File: src/rtl/regfile_debug_pkg.sv
// Shared types and defaults for the register-file debug dumper.
package regfile_debug_pkg;

    localparam int         DEFAULT_NUM_REGS = 32;
    localparam int         DEFAULT_ADDR_W   = 5;
    localparam int         DEFAULT_DATA_W   = 32;
    localparam logic [7:0] DEFAULT_HEADER   = 8'hA5;

    // Header + (address byte + data bytes) per register + checksum.
    localparam int FRAME_BYTES = 1 + DEFAULT_NUM_REGS * (1 + DEFAULT_DATA_W / 8) + 1;

    typedef enum logic [2:0] {
        IDLE,
        HDR,
        ADDR,
        CAP,
        DATA,
        CSUM,
        DONE
    } dumpState_t;

endpackage

File: src/rtl/regfile_debug_dumper.sv
// Sweeps the register file debug port and streams a byte-framed dump:
// header, {address, data MSB-first} per register, then an XOR checksum.
module regfile_debug_dumper
    import regfile_debug_pkg::*;
#(
    parameter int         NUM_REGS = DEFAULT_NUM_REGS,
    parameter int         ADDR_W   = DEFAULT_ADDR_W,
    parameter int         DATA_W   = DEFAULT_DATA_W,
    parameter logic [7:0] HEADER   = DEFAULT_HEADER
) (
    input  logic              clock,
    input  logic              reset,
    input  logic              start,
    output logic [ADDR_W-1:0] dbg_addr,
    input  logic [DATA_W-1:0] dbg_data,
    output logic [7:0]        tx_data,
    output logic              tx_valid,
    input  logic              tx_ready,
    output logic              busy,
    output logic              done
);

    localparam int                BYTES     = DATA_W / 8;
    localparam int                BCNT_W    = (BYTES > 1) ? $clog2(BYTES) : 1;
    localparam logic [ADDR_W-1:0] LAST_IDX  = ADDR_W'(NUM_REGS - 1);
    localparam logic [BCNT_W-1:0] LAST_BYTE = BCNT_W'(BYTES - 1);

    dumpState_t        state;
    logic [ADDR_W-1:0] idx;
    logic [BCNT_W-1:0] byteCnt;
    logic [DATA_W-1:0] shiftReg;
    logic [DATA_W-1:0] nextWord;
    logic [7:0]        csum;
    logic              xfer;

    assign xfer     = tx_valid && tx_ready;
    assign nextWord = shiftReg << 8;

    function automatic logic [7:0] addrByte(input logic [ADDR_W-1:0] a);
        return 8'(a);
    endfunction

    always_ff @(posedge clock or negedge reset) begin
        if (!reset) begin
            state    <= IDLE;
            idx      <= '0;
            byteCnt  <= '0;
            shiftReg <= '0;
            csum     <= '0;
            dbg_addr <= '0;
            tx_data  <= '0;
            tx_valid <= 1'b0;
            busy     <= 1'b0;
            done     <= 1'b0;
        end else begin
            case (state)
                IDLE: begin
                    if (start) begin
                        state    <= HDR;
                        idx      <= '0;
                        csum     <= '0;
                        byteCnt  <= '0;
                        tx_data  <= HEADER;
                        tx_valid <= 1'b1;
                        busy     <= 1'b1;
                    end
                end
                HDR: begin
                    if (xfer) begin
                        state    <= ADDR;
                        dbg_addr <= idx;
                        tx_data  <= addrByte(idx);
                    end
                end
                ADDR: begin
                    if (xfer) begin
                        csum     <= csum ^ tx_data;
                        tx_valid <= 1'b0;
                        state    <= CAP;
                    end
                end
                // dbg_addr has been stable since ADDR was entered, so the
                // combinational read data is settled for this capture.
                CAP: begin
                    shiftReg <= dbg_data;
                    tx_data  <= dbg_data[DATA_W-1 -: 8];
                    tx_valid <= 1'b1;
                    byteCnt  <= '0;
                    state    <= DATA;
                end
                DATA: begin
                    if (xfer) begin
                        csum     <= csum ^ tx_data;
                        shiftReg <= nextWord;
                        byteCnt  <= byteCnt + 1'b1;
                        if (byteCnt == LAST_BYTE) begin
                            if (idx == LAST_IDX) begin
                                tx_data <= csum ^ tx_data;
                                state   <= CSUM;
                            end else begin
                                idx      <= idx + 1'b1;
                                dbg_addr <= idx + 1'b1;
                                tx_data  <= addrByte(idx + 1'b1);
                                state    <= ADDR;
                            end
                        end else begin
                            tx_data <= nextWord[DATA_W-1 -: 8];
                        end
                    end
                end
                CSUM: begin
                    if (xfer) begin
                        tx_valid <= 1'b0;
                        tx_data  <= '0;
                        done     <= 1'b1;
                        state    <= DONE;
                    end
                end
                DONE: begin
                    done  <= 1'b0;
                    busy  <= 1'b0;
                    state <= IDLE;
                end
                default: begin
                    state    <= IDLE;
                    tx_valid <= 1'b0;
                    busy     <= 1'b0;
                    done     <= 1'b0;
                end
            endcase
        end
    end

endmodule

File: config.mk
export PLATFORM = sky130hd
export DESIGN_NAME = regfile_debug_dumper
export DESIGN_NICKNAME = d
export VERILOG_FILES = /design/src/rtl/regfile_debug_pkg.sv /design/src/rtl/regfile_debug_dumper.sv
export SDC_FILE = /design/constraint.sdc
export NUM_CORES = 1
export LEC_CHECK = 0
export ABC_AREA = 0
export CAP_MARGIN = 20
export CORE_UTILIZATION = 58
export CTS_CLUSTER_DIAMETER = 30
export CTS_CLUSTER_SIZE = 10
export DETAILED_ROUTE_END_ITERATION = 16
export PLACE_DENSITY = 0.86
export SETUP_SLACK_MARGIN = 0.4
export SLEW_MARGIN = 20
export SYNTH_ARGS = -nofsm -noshare
export SYNTH_HDL_FRONTEND = slang
export SYNTH_SLANG_ARGS = --single-unit
File: constraint.sdc
create_clock -name clock -period 5.4 [get_ports clock]
set_clock_uncertainty 0.1 [all_clocks]
set_input_delay 0.54 -clock clock [delete_from_list [all_inputs] [get_ports clock]]
set_output_delay 0.54 -clock clock [all_outputs]
set_load 0.02 [all_outputs]
== After elaboration in Yosys (flattened, before gate mapping) ==
Index checks and enable logic that the tools add are counted.
Cells by class
  $add $sub $neg: 2
  equal/unequal tests: 17
  multiplexer cells: 36
  bitwise operators: 4
  reductions and logical operators: 23
Operator list (count)
  8-bit two-way mux: 8
  24-bit one-hot mux with 2 select lines: 1
  8-bit one-hot mux with 5 select lines: 1
  5-bit two-way mux: 5
  24-bit two-way mux: 1
  3-bit two-way mux: 7
  5-bit one-hot mux with 2 select lines: 2
  3-bit one-hot mux with 6 select lines: 1
  8-bit one-hot mux with 2 select lines: 1
  5-bit AND reduction: 3
  2-bit != test, second input constant: 7
  5-bit OR reduction: 2
  3-bit == test, second input constant: 3
  3-bit AND reduction: 3
  2-bit nonzero test: 4
  8-bit bitwise XOR: 1
  3-bit by 2-bit == test with 1-bit output, second input constant: 2
  2-bit one-hot mux with 3 select lines: 1
  2-bit AND reduction: 3
  6-bit AND reduction: 1
  5-bit by 1-bit adder with 5-bit output, second input constant: 1
  5-bit == test, second input constant: 1
  5-bit nonzero test: 1
  2-bit two-way mux: 2
  13 further kinds: 20
Storage, ports and cells
  register bits: 58
  input port bits: 36
  logic and storage cells: 92

== Longest topological paths before layout ==
  depth after elaboration: 5
  mapped depth: 9
  mapped depth without buffers: 7

== Worst setup path before layout ==
OpenSTA, ideal clock, no wires.
  path type: reg-to-reg
  from: reg idx[0]
  to: reg idx[0]
  arrival: 2170 ps
  required time: 5175 ps
  setup slack: 3005 ps
  stages on the path, launching flop included: 9
  clock period less this slack: 2395 ps
  path through: dfrtp_1 -> ha_1 -> and3_1 -> ha_1 -> clkbuf_1 -> nor2b_1 -> a31oi_1 -> nor2_1 -> mux2_2
On the way
  longest elaborated chain between the ends: 5
RTL lines
  start, declared: line regfile_debug_dumper.sv:29  | logic [ADDR_W-1:0] idx;
  start signal, assigned: line regfile_debug_dumper.sv:101  | idx <= idx + 1'b1;
  5-bit by 1-bit adder with 5-bit output: line regfile_debug_dumper.sv:101
  5-bit two-way mux: line regfile_debug_dumper.sv:97  | if (idx == LAST_IDX) begin
  5-bit two-way mux: line regfile_debug_dumper.sv:96  | if (byteCnt == LAST_BYTE) begin
  5-bit two-way mux: line regfile_debug_dumper.sv:92  | if (xfer) begin
  5-bit one-hot mux with 2 select lines: line regfile_debug_dumper.sv:56  | case (state)
Several ways; a longest one is shown, not always the timed one. The select of a mux whose other input is x is not followed.
A chain may end at the register's enable or synchronous reset.

== Worst setup path after layout ==
  from: reg state[1]
  to: reg shiftReg[5]
On the way
  longest elaborated chain between the ends: 3
RTL lines
  start, declared: line regfile_debug_dumper.sv:28  | dumpState_t state;
  start signal, assigned: line regfile_debug_dumper.sv:45  | state <= IDLE;
  start signal, assigned: line regfile_debug_dumper.sv:59  | state <= HDR;
  start signal, assigned: line regfile_debug_dumper.sv:70  | state <= ADDR;
  3-bit == test or 3-bit by 2-bit == test with 1-bit output (tied branches): line regfile_debug_dumper.sv:56
  2-bit != test (no source line) or 2-bit nonzero test (tied branches)
  2-bit AND reduction (no source line)
  end signal, assigned: line regfile_debug_dumper.sv:85  | shiftReg <= dbg_data;
  end signal, assigned: line regfile_debug_dumper.sv:94  | shiftReg <= nextWord;
  end, declared: line regfile_debug_dumper.sv:31  | logic [DATA_W-1:0] shiftReg;
Several ways; a longest one is shown, not always the timed one.

==> key figures <==
Status
  – Status: finished, final reports clean

Floorplanning
  – Die Width: 76.52 um
  – Boundary Pins: between 50 and 60
  – Die H: ~77 um
  – Initial Utilization: approximately 61%
  – Row count: 26
  – Core Area: between 0.005 and 0.006 mm^2
  – Full die area: around 0.0059 mm^2

Place
  – Post-DP HPWL: roughly 5.5 mm
  – Setup WS pre-CTS: around 2300 ps
  – Placed cell count: between 400 and 500
  – IO Port Bufs: between 50 and 60
  – Routability cong.: between 0.9 and 1

Synth
  – Sequential-to-total area share from yosys stat: between 40% and 50%
  – Commonest cells post-synth: 58 x dfrtp_1, 51 x nand2_1, 33 x nor2_1
  – Yosys top cell area share: a little under half
  – Async S/R FF share, synth: 100.0%
  – Area of the mapped netlist: about 0.0032 mm^2
  – Post-Syn Instances: 353
  – Post-Syn Nets: 394
  – Main area contributors after synthesis: dfrtp_1 45%, nand2_1 5.9%, a31oi_1 3.9%
  – Synthesis Warnings: 0
  – Netlist cell types: between 50 and 60
  – Post-synth EDFFs: 0
  – #FFs+latches synth: 58
  – Post-synth top area cell: dfrtp_1
  – Avg Cell Area, Syn: 9.123 um^2
  – Most used DFF post-synth: dfrtp_1
  – Cell with the most instances after synthesis: dfrtp_1

STA
  – RSZ-0062 raised after global routing: false
  – Endpoints failing setup: 0
  – Final hold vios: 0
  – Worst setup margin: 2200 ps
  – Rel. slew slack: 39.77%
  – Final Slew Violations: 0
  – Min cycle time layout: approximately 3200 ps
  – FMAX: around 0.31 GHz
  – Setup TNS Final: 0 ps
  – Slew @ Worst Pin: approximately 900 ps
  – Final critical-path share of the clock period: 59.26%
  – Hold slack: roughly 230 ps

Flow run
  – Maximum Capacitance Violations: 0

Route
  – Total Wirelength: approximately 7.9 mm
  – Total number of vias: 2,863
  – DR WL met2: around 3.8 mm
  – WL met3: about 390 um
  – Wl on met1: between 3 and 4 mm
  – Drt pass-1 iters: 6
  – Top Layer Used: met4
  – Via density: 6.184
  – Post-route antenna net violation count: 0
  – Drt first-iter violations: between 200 and 300
  – Residual DRC: 0
  – Routed wire per std cell: 17.05 um

Clock network
  – CTS root buffer: clkbuf_8
  – Sinks on Clock Net: 58
  – TritonCTS buffer count: 9
  – Clk slew on worst S/H paths: about 60 ps
  – Setup Fix Bufs, Post-CTS: 0
  – # hold bufs at CTS: 0
  – Buffer levels on the longest clock path: 2
  – PostCTS Resize Cnt: 0
  – Clock Latency Late Sink: 340 ps
  – TritonCTS clock tree: built
  – CTS H-tree depth: 3

GRT
  – Largest net degree at the start of global routing: between 50 and 60
  – Total gr overflow: 0
  – First-pass GRT wire length: 13.05 mm
  – Initial antenna violation count: 0
  – Vias in the first global route: approximately 2,700
  – Gr usage total: between 20 and 30%

Power and ir drop
  – Leakage power: 1.609 nW
  – Max VDD drop: 0.3303 mV
  – PnR Total Power: slightly above 2 mW
  – Pwr Density: around 540 mW/mm^2

Cells and area
  – Share of cells above drive strength 1: ~5.3%
  – Nets@finish: 431
  – Antenna Cells: 0
  – Final cell count without fillers: 463
  – Area growth syn-to-layout: 18.96%

Setup path
  – WP data required: 5570 ps
  – Crit path kind: flip-flop to flip-flop
  – Worst Path Max Fanout: 32
  – CP Launch Type: flip-flop
  – Critical path arrival: between 3000 and 4000 ps
  – Critical path endpoint category: flip-flop

Worst hold path
  – HP Class: primary input to async pin
## final timing paths
kind,start,end,slack (ps),cells past startpoint
max,state[1]$_DFFE_PN0P_,shiftReg[5]$_DFFE_PN0P_,2200,4
min,reset,tx_valid$_DFFE_PN0P_,230,2
max reg2reg,state[1]$_DFFE_PN0P_,shiftReg[5]$_DFFE_PN0P_,2200,4
min reg2reg,dbg_addr[4]$_DFFE_PN0P_,dbg_addr[4]$_DFFE_PN0P_,380,2
max in group asynchronous,reset,tx_data[5]$_DFFE_PN0P_,4470,2
min in group clock,dbg_addr[4]$_DFFE_PN0P_,dbg_addr[4]$_DFFE_PN0P_,380,2
## metrics by stage
stage                     cell area (um^2)  util (%)
after floorplan                       3221         -
after detailed placement              3681     70.28
after global routing                  3831     73.15
after global placement                3681     70.28
final                                 3831     73.15
after CTS                             3831     73.15
## registers in the layout, indices dropped and copies added, names as in the netlist
| register | count |
|---|---|
| busy | 1 |
| byteCnt | 2 |
| csum | 8 |
| dbg_addr | 5 |
| done | 1 |
| idx | 5 |
| shiftReg | 24 |
| state | 3 |
| tx_data | 8 |
| tx_valid | 1 |
## power breakdown
part           internal (mW)  switching, mW
logic                  0.412          0.499
clock network          0.160          0.164
registers              0.616          0.214
total                   1.19          0.877
## critical path, stage by stage (launching register included)
cell and delay, ps:
dfrtp_1 890, or3b_1 820, inv_2 470, a21oi_1 620, a22o_1 230
## layout make-up
class	instances	area, um^2
inverters	8	30.03
clock buffers	11	131.4
fillers	410	1406
clock inverters	3	18.77
repair buffers	52	513.0
well taps	70	87.58
multi-input cells	261	1599
flip-flops and latches	58	1451
## cells by family (layout without fill, tap and decap cells)
kind of cell               after synthesis  count (layout)  share of synthesized area, %
AOI/OAI and AO/OA                      112             112                         24.05
xor gates and xnor gates                 8               8                         2.409
adders and majority gates                5               5                         1.943
buffers and inverters                   34              74                         5.284
DFF                                     58              58                         45.07
muxes                                    6               6                         1.904
and+or+nand+nor                        130             130                         19.35
## placed cells by master, fill, tap and decap left out, types with 4 or more instances in the layout
| cell type | instances |
|---|---|
| a21o_1 | 6 |
| a21oi_1 | 15 |
| a221o_1 | 4 |
| a22o_1 | 8 |
| a31oi_1 | 20 |
| clkbuf_8 | 9 |
| clkdlybuf4s50_1 | 50 |
| dfrtp_1 | 58 |
| ha_1 | 5 |
| inv_1 | 7 |
| mux2i_1 | 5 |
| nand2_1 | 51 |
| nand2b_1 | 7 |
| nand3_1 | 5 |
| nor2_1 | 33 |
| nor2b_1 | 10 |
| nor3b_1 | 7 |
| o211ai_1 | 7 |
| o21ai_0 | 24 |
| xnor2_1 | 5 |
## routing by layer
metal	GRT usage, %	vias to the layer above
li1	-	1341
met1	39.75	1383
met2	44.77	118
met3	4.311	21
met4	14.04	0
met5	0	-
No activity file was read; power rests on OpenSTA's default activity.
